`config.mk`:
```
export PLATFORM = sky130hd
export DESIGN_NAME = multicycle_control
export DESIGN_NICKNAME = d
export VERILOG_FILES = /design/src/rtl/multicycle_control.sv
export SDC_FILE = /design/constraint.sdc
export NUM_CORES = 1
export LEC_CHECK = 0
export CORE_MARGIN = 5
export CORE_UTILIZATION = 25
export CTS_BUF_LIST = sky130_fd_sc_hd__clkbuf_4 sky130_fd_sc_hd__clkbuf_8
export DETAILED_ROUTE_END_ITERATION = 8
export PLACE_DENSITY = 0.59
export RECOVER_POWER = 100
export SYNTH_ARGS = -nofsm -noshare
export SYNTH_HDL_FRONTEND = slang
export SYNTH_SLANG_ARGS = --single-unit
```
`constraint.sdc`:
```
create_clock -name clk -period 1.9 [get_ports clk]
set_clock_uncertainty 0.1 [all_clocks]
set_input_delay 0.285 -clock clk [delete_from_list [all_inputs] [get_ports clk]]
set_output_delay 0.285 -clock clk [all_outputs]
set_load 0.02 [all_outputs]
```
`src/rtl/multicycle_control.sv`:
```
// Multicycle RISC-V style control unit: Moore FSM FETCH/DECODE/EXEC/MEM/WB/HALT driving datapath strobes.
// 3-5 cycles per instruction plus one per imem/dmem wait cycle; unsupported encodings latch a sticky halt.
module multicycle_control #(
  parameter int ALUCTRL_W = 3,
  parameter bit BRANCH_EN = 1'b1,
  parameter bit MEMOP_EN  = 1'b1
) (
  input  logic                 clk,
  input  logic                 rst,
  input  logic [6:0]           instr_opcode,
  input  logic [2:0]           instr_funct3,
  input  logic                 imem_ready,
  input  logic                 dmem_ready,
  input  logic                 EQ,
  output logic                 PCWrite,
  output logic                 IRWrite,
  output logic                 RegWrite,
  output logic                 MemWrite,
  output logic                 ALUsrc,
  output logic                 PCsrc,
  output logic                 ResultSrc,
  output logic [ALUCTRL_W-1:0] ALUctrl,
  output logic [1:0]           ImmSrc,
  output logic                 illegal
);

  localparam logic [6:0] OP_IMM    = 7'b0010011;
  localparam logic [6:0] OP_BRANCH = 7'b1100011;
  localparam logic [6:0] OP_LOAD   = 7'b0000011;
  localparam logic [6:0] OP_STORE  = 7'b0100011;

  localparam logic [2:0] F3_ADDI = 3'b000;
  localparam logic [2:0] F3_BEQ  = 3'b000;
  localparam logic [2:0] F3_BNE  = 3'b001;
  localparam logic [2:0] F3_WORD = 3'b010;

  localparam logic [ALUCTRL_W-1:0] ALU_ADD = '0;
  localparam logic [ALUCTRL_W-1:0] ALU_CMP = ALUCTRL_W'(3'd7);

  localparam logic [1:0] IMM_I = 2'b00;
  localparam logic [1:0] IMM_S = 2'b01;
  localparam logic [1:0] IMM_B = 2'b10;

  typedef enum logic [2:0] {
    FETCH  = 3'd0,
    DECODE = 3'd1,
    EXEC   = 3'd2,
    MEM    = 3'd3,
    WB     = 3'd4,
    HALT   = 3'd5
  } state_t;

  state_t     state_q, state_d;
  logic [6:0] opcode_q, opcode_d;
  logic [2:0] funct3_q, funct3_d;
  logic       illegal_q, illegal_d;

  logic is_addi, is_branch, is_lw, is_sw, is_mem, is_legal, br_taken;

  // Decode works only on the latched instruction; the imem bus is not trusted outside FETCH.
  always_comb begin
    is_addi   = (opcode_q == OP_IMM) && (funct3_q == F3_ADDI);
    is_branch = BRANCH_EN && (opcode_q == OP_BRANCH) &&
                ((funct3_q == F3_BEQ) || (funct3_q == F3_BNE));
    is_lw     = MEMOP_EN && (opcode_q == OP_LOAD)  && (funct3_q == F3_WORD);
    is_sw     = MEMOP_EN && (opcode_q == OP_STORE) && (funct3_q == F3_WORD);
    is_mem    = is_lw || is_sw;
    is_legal  = is_addi || is_branch || is_mem;
    br_taken  = (funct3_q == F3_BNE) ? !EQ : EQ;
  end

  always_ff @(posedge clk) begin
    if (!rst) begin
      state_q   <= FETCH;
      opcode_q  <= '0;
      funct3_q  <= '0;
      illegal_q <= 1'b0;
    end else begin
      state_q   <= state_d;
      opcode_q  <= opcode_d;
      funct3_q  <= funct3_d;
      illegal_q <= illegal_d;
    end
  end

  always_comb begin
    state_d   = state_q;
    opcode_d  = opcode_q;
    funct3_d  = funct3_q;
    illegal_d = illegal_q;
    PCWrite   = 1'b0;
    IRWrite   = 1'b0;
    RegWrite  = 1'b0;
    MemWrite  = 1'b0;
    ALUsrc    = 1'b0;
    PCsrc     = 1'b0;
    ResultSrc = 1'b0;
    ALUctrl   = ALU_ADD;
    ImmSrc    = IMM_I;

    unique case (state_q)
      FETCH: begin
        IRWrite = imem_ready;
        PCWrite = imem_ready;
        if (imem_ready) begin
          opcode_d = instr_opcode;
          funct3_d = instr_funct3;
          state_d  = DECODE;
        end
      end

      DECODE: begin
        if (is_legal) begin
          state_d = EXEC;
        end else begin
          illegal_d = 1'b1;
          state_d   = HALT;
        end
      end

      EXEC: begin
        if (is_branch) begin
          ALUctrl = ALU_CMP;
          ImmSrc  = IMM_B;
          PCsrc   = br_taken;
          PCWrite = br_taken;
          state_d = FETCH;
        end else if (is_mem) begin
          ALUsrc  = 1'b1;
          ImmSrc  = is_sw ? IMM_S : IMM_I;
          state_d = MEM;
        end else begin
          ALUsrc  = 1'b1;
          state_d = WB;
        end
      end

      MEM: begin
        // Store strobe is held for the whole access, including the completing cycle.
        MemWrite = is_sw;
        if (dmem_ready) begin
          state_d = is_lw ? WB : FETCH;
        end
      end

      WB: begin
        RegWrite  = 1'b1;
        ResultSrc = is_lw;
        state_d   = FETCH;
      end

      HALT: begin
        state_d = HALT;
      end

      default: begin
        state_d = FETCH;
      end
    endcase
  end

  assign illegal = illegal_q;

endmodule

```
==> results of run 1 <==
[metal layers]
metal	vias up	routed length [microns]	global-route usage
li1	463	-	-
met1	394	1020	0.138
met2	20	1060	0.187
met3	2	92	0.0253
met4	0	27	0.0482
met5	-	0	0
[path summary, 6_finish.rpt]
path	slack, ns	to
worst max-delay path	0.01	PCWrite
worst min-delay path	0.36	opcode_q[3]
worst max register to register	0.04	state_q[2]
worst min register to register	0.36	opcode_q[3]
[report_power, final]
group          switching, uW  internal [uW]  total, uW  leakage [uW]
clock                    100            116        217     0.0000210
sequential              31.4            334        366      0.000115
combinational            181            182        363      0.000408
total                    312            633        945      0.000544
[registers in the layout, indices dropped and copies added (netlist names)]
signal    count
illegal       1
opcode_q      7
funct3_q      3
state_q       3
[repair_timing]
action / CTS / global route
endpoints found under the setup margin: 12 / 13
pin swaps: 3 / 2
gates cloned: 0 / 0
hold buffers: 0 / 0
gates resized for setup: 57 / 14
endpoints found under the hold margin: 0 / 0
buffers inserted: 0 / 1
[kinds of logic after synthesis]
| family | count (synthesis) | synth area share |
|---|---|---|
| and+or+nand+nor | 55 | 0.350 |
| AOI/OAI and AO/OA | 24 | 0.212 |
| DFF | 14 | 0.347 |
| xor gates and xnor gates | 1 | 0.0109 |
| buffers and inverters | 13 | 0.0791 |
[per-stage QoR]
| step | setup TNS [ns] | hold slack (ns) |
|---|---|---|
| after floorplan | 0 | 0.330 |
| after detailed placement | -1.81 | 0.352 |
| after global placement | -1.53 | 0.347 |
| final | 0 | 0.365 |
| after global routing | -0.905 | 0.385 |
| after CTS | -0.0610 | 0.369 |
[tightest hold or removal path, cell delays in order, from the launching register on]
cell	delay [ns]
dfxtp_1	0.32
nand2_1	0.05
a21boi_0	0.06
[final cells by class]
| type | count | area (sq um) |
|---|---|---|
| Timing Repair Buffer | 52 | 417 |
| Multi-Input combinational cell | 80 | 527 |
| Sequential cell | 14 | 282 |
| Fill cell | 336 | 1750 |
| Clock buffer | 4 | 36.3 |
| Inverter | 4 | 15.0 |
| Tap cell | 44 | 55.1 |
[cell usage in the layout (no fill, tap or decap), types with 2 or more instances in the layout]
master,instances
a21boi_0,10
a21oi_1,3
a31oi_1,2
and2_4,2
buf_4,32
clkbuf_1,2
clkbuf_4,3
clkdlybuf4s50_1,14
dfxtp_1,13
inv_1,3
nand2_1,25
nor2_1,8
nor3_1,3
nor4_4,2
o21ai_0,2
==> results.md, run 1 <==
- Post-synth EDFFs: 0
- Cell count along the critical path: 6
- Pre-Repair DR Iteration Count: 4
- Hold Startpoint: opcode_q[3]
- Async S/R FF share, synth: 0
- Cell depth of the worst flop-to-flop path: 7
- Clock Latency Late Sink: approximately 0.28 ns
- Max_slew headroom: 0.727
- Area Growth Syn to Fin: 65.0%
- Kind of critical path: flop to output pin
- Clk buf depth: 2
- Worst Path Buf+Inv: 1
- Crit-path max cell delay: 0.32 ns
- CP delay by family, top: simple AND/OR/NAND/NOR gates
- RSZ-0062 raised after global routing: yes
- Clock sinks: 14
- Fin cells: a little under 200
- First-pass GRT wire length: between 3000 and 4000 microns
- Cells after Synth: 107
- Synth Area per Inst: between 7 and 8 sq um
- Crit path arrival time: around 1.5 ns
- Max Slew Vio Count: 0
- DRT iter0 DRCs: 16
- Max-cap viol count: 0
- Routed wire per std cell: roughly 11 microns
- Area share of the largest cell type after synthesis: 0.347
- Main area contributors after synthesis: dfxtp_1 (35%), nand2_1 (12%), a21boi_0 (9.3%)
- Vias per cell: between 4 and 5
- Min Tclk post-route: between 1.5 and 2 ns
- Total power: 945 uW
- Leakage: 0.000544 uW
- Seq/Total Area, Yosys: 0.347
- Routability cong.: ~0.89
- TritonCTS Buffers: 3
- CTS tree: yes
- Hold Path Cell Cnt: 2
- Core area: between 3000 and 4000 sq um
- # H-tree levels: 1
- Vias: approximately 880
- Most frequent cell after synthesis: nand2_1
- Mapped cell area: just over 800 sq um
- Crit end category: output pin
- CTS clk-pin slew, worst paths: about 0.080 ns
- FP Rows: 20
- Chip Width: 66.8 microns
- Placed Cells: between 150 and 200
- Final Hold Fails: 0
- Synth warn: 0
- Max Clk Rate: between 0.5 and 0.6 GHz
- Outcome: finished, final reports clean
- Final Core Density: 0.433
- Peak supply drop: between 0.4 and 0.5 mV
- Synthesis-stage register bit count: 14
- Gr ovfl total: 0
- Reg-to-Reg Start: opcode_q[3]
- Vias in the first global route: just under 900
- Biggest area consumer among synthesized cells: dfxtp_1
- Pwr/cell area: slightly above 700 nW/um^2
- Worst setup margin: 0.0118 ns
- CP required: about 1.5 ns
- Synth Flop Type: dfxtp_1
- Startpoint types: flop
- Synthesized net count: around 120
- Critical Path, Cell by Cell: nand4bb_4 -> nor2_4 -> and2_4 -> nand3_2 -> o21ai_1 -> buf_4
- Critical path origin: opcode_q[3]
- IO Count: 28
- Slew at the pin closest to its max-slew limit: between 0.4 and 0.5 ns
- PortBufs: 27
- CP Max Fanout: 3
- Share of layout cells above drive strength 1: 0.325
- Hold crit path type: flop to flop
- Initial antenna violation count: 0
- Final period util: 0.994
- Hpwl dp: approximately 1800 microns
- DRT antenna net count: 0
- CP max stage cell: dfxtp_1
- Fin area: approximately 1300 sq um
- Die Ht: about 67 microns
- Placed cell area: approximately 1300 sq um
- Clock root buffer: clkbuf_4
- Most common library cells after synthesis: nand2_1 (25), dfxtp_1 (14), a21boi_0 (10), nor2_1 (9), clkbuf_1 (5)
- Final-stage net count: 170
- # diodes: 0
- Largest net degree at the start of global routing: 14
- Residual DRC: 0
- Initial Utilization: 0.262
- Synth unique cells: 33
- Tot GR Track Use: 0.113
- Routed WL: between 2000 and 2500 microns
- Final setup violation count: 0
- Die area: approximately 4500 sq um
- Worst slack at placement: -0.240 ns
Power figures use the tool's default switching activity.
==> run 2, diff against run 1 <==
CTS_CLUSTER_SIZE = 16   (was unset)
==> results of run 2 <==
The final DEF is identical to that of run 1; final timing and power are the same.
==> run 3, diff against run 2 <==
SETUP_SLACK_MARGIN = 0.5   (was unset)
==> run 3 against run 2 <==
The flow now finishes with violations (setup timing). Sequential share of layout area down 2.4 points. Die area unchanged. Wire length up 10%. Fmax down 1.7%. Sequential power up 2%. Via count up 6.9%.
==> results.md, run 3 (synthesis gave the netlist of run 1 again) <==
- Outcome: finished with violations
- Failing checks: setup timing
- # fillers: 311 (-7.4%)
- Hold Worst Slack: 0.365 ns (-0.000369 ns)
- Max Slew Vio Count: 0 (unchanged)
- Routed WL: 2420 microns (+10%)
- TritonCTS Buffers: 3 (unchanged)
- CP required: 1.51 ns (about the same)
- Final-stage net count: 179 (+5.3%)
- Commonest non-fill, non-tap cell in the layout: buf_4
- Pre-Repair DR Iteration Count: 4 (unchanged)
- Max FFs per register: 7 (unchanged)
- Final Core Density: 0.515 (+0.0825)
- Pwr/cell area: 644 nW/um^2 (-9.3%)
- # H-tree levels: 1 (unchanged)
- Routability cong.: 0.792 (-11%)
- Most frequent cells in the layout: buf_4 (22), buf_6 (20), nand2_1 (15)
- Final Hold Fails: 0 (unchanged)
- CTS tree: yes
- Total power: 1020 uW (+8.0%)
- M1 wire length: 1120 microns (+10%)
- Die area: 4460 sq um (unchanged)
- Kind of critical path: flop to output pin
- Peak supply drop: 0.312 mV (-33%)
- Min Tclk post-route: 1.92 ns (+0.0335 ns)
- Area Growth Syn to Fin: 96.4%
- PortBufs: 27 (unchanged)
- Placed cell area: 1390 sq um (+9.3%)
- Initial antenna violation count: 0 (unchanged)
- Clock Latency Late Sink: 0.27 ns (about the same)
- Top flop regs: opcode_q x7, funct3_q x3, state_q x3
- Final setup violation count: 3 (+3)
- Vias: 940 (+6.9%)
- FP Rows: 20 (unchanged)
- Final period util: 1.01 (+0.0176)
- CTS clk-pin slew, worst paths: 0.08 ns (about the same)
- Routed wire per std cell: 11.7 microns (+5.7%)
- Chip Width: 66.8 microns (unchanged)
- Initial Utilization: 0.262 (unchanged)
- Clock root buffer: clkbuf_4
- Tot GR Track Use: 0.110 (-0.00273)
- Largest Register: opcode_q
- Worst setup margin: -0.0217 ns (-0.0335 ns)
- # diodes: 0 (unchanged)
- Die Ht: 66.8 microns (unchanged)
- Max-cap viol count: 0 (unchanged)
- Fin area: 1590 sq um (+19%)
- Crit end category: output pin
- Slew at the pin closest to its max-slew limit: 0.334 ns (-0.0753 ns)
- Hold crit path type: flop to flop
- Gr ovfl total: 0 (unchanged)
- Vias in the first global route: 875 (-1.5%)
- Leakage: 0.000612 uW (+12%)
- Hpwl dp: 1850 microns (+5.4%)
- Met3 wire len: 94 microns (+2.2%)
- Max_slew headroom: 0.777 (+0.0494)
- Clock sinks: 14 (unchanged)
- Vias per cell: 4.56 (+2.8%)
- Share of layout cells above drive strength 1: 0.525 (+0.200)
- DRT antenna net count: 0 (unchanged)
- Max Used Layer: met4
- Largest net degree at the start of global routing: 14 (unchanged)
- Hold_buf cts: 0 (unchanged)
- Startpoint types: flop
- Max Clk Rate: 0.520 GHz (-1.7%)
- CP Max Fanout: 3 (unchanged)
- Residual DRC: 0 (unchanged)
- DRT iter0 DRCs: 10 (-6)
- IO Count: 28 (unchanged)
- Met2 wire len: 1160 microns (+9.4%)
- Crit path arrival time: 1.54 ns (+0.04 ns)
- RSZ-0062 raised after global routing: yes
- Worst slack at placement: -0.260 ns (-0.0193 ns)
- First-pass GRT wire length: 3770 microns (-1.8%)
- Clk buf depth: 2 (unchanged)
- Core area: 3080 sq um (unchanged)
-- run 3: worst max-delay path, cell delays in order (launching register included) --
cell	delay, ns
dfxtp_4	0.37
nor4_4	0.30
nand2_2	0.14
buf_6	0.15
nor4_4	0.13
buf_4	0.18
-- run 3: timing repair --
| item | CTS | global route |
|---|---|---|
| resized for setup | 98 | 34 |
| buffers inserted | 3 | 3 |
| hold endpoints to repair | 0 | 0 |
| gates cloned | 0 | 1 |
| pin swaps | 7 | 14 |
| endpoints found under the setup margin | 27 | 26 |
-- run 3: power by group --
part | switching [uW] | internal [uW]
sequential | 37.3 | 336
combinational | 229 | 257
clock | 87.3 | 73.3
total | 354 | 667
-- run 3: area by class of cell --
cell class                 instances  area (sq um)  area share
sequential                        14           297       0.187
inverter                           4          21.3      0.0134
clock buffer                       3          22.5      0.0142
timing repair buffer              61           557       0.351
multi-input combinational         80           633       0.399
tap                               44          55.1      0.0347
-- run 3: path summary, 6_finish.rpt --
check,start,to,slack [ns],cells past startpoint
min,opcode_q[2],opcode_q[2],0.36,2
max,funct3_q[2],ImmSrc[0],-0.02,5
min reg2reg,opcode_q[2],opcode_q[2],0.36,2
max reg2reg,funct3_q[2],state_q[2],0.11,6
-- run 3: stage by stage --
stage | TNS (ns) | instances
final | -0.0517 | 206
after global routing | -0.418 | 206
after CTS | -0.160 | 202
after detailed placement | -2.06 | 196
after global placement | -1.79 | 196
after floorplan | 0 | 107
-- run 3: metal layers --
layer,track usage,vias to the layer above
met5,0,-
met4,0.0609,0
met3,0.0236,4
met2,0.176,27
met1,0.135,428
li1,-,481
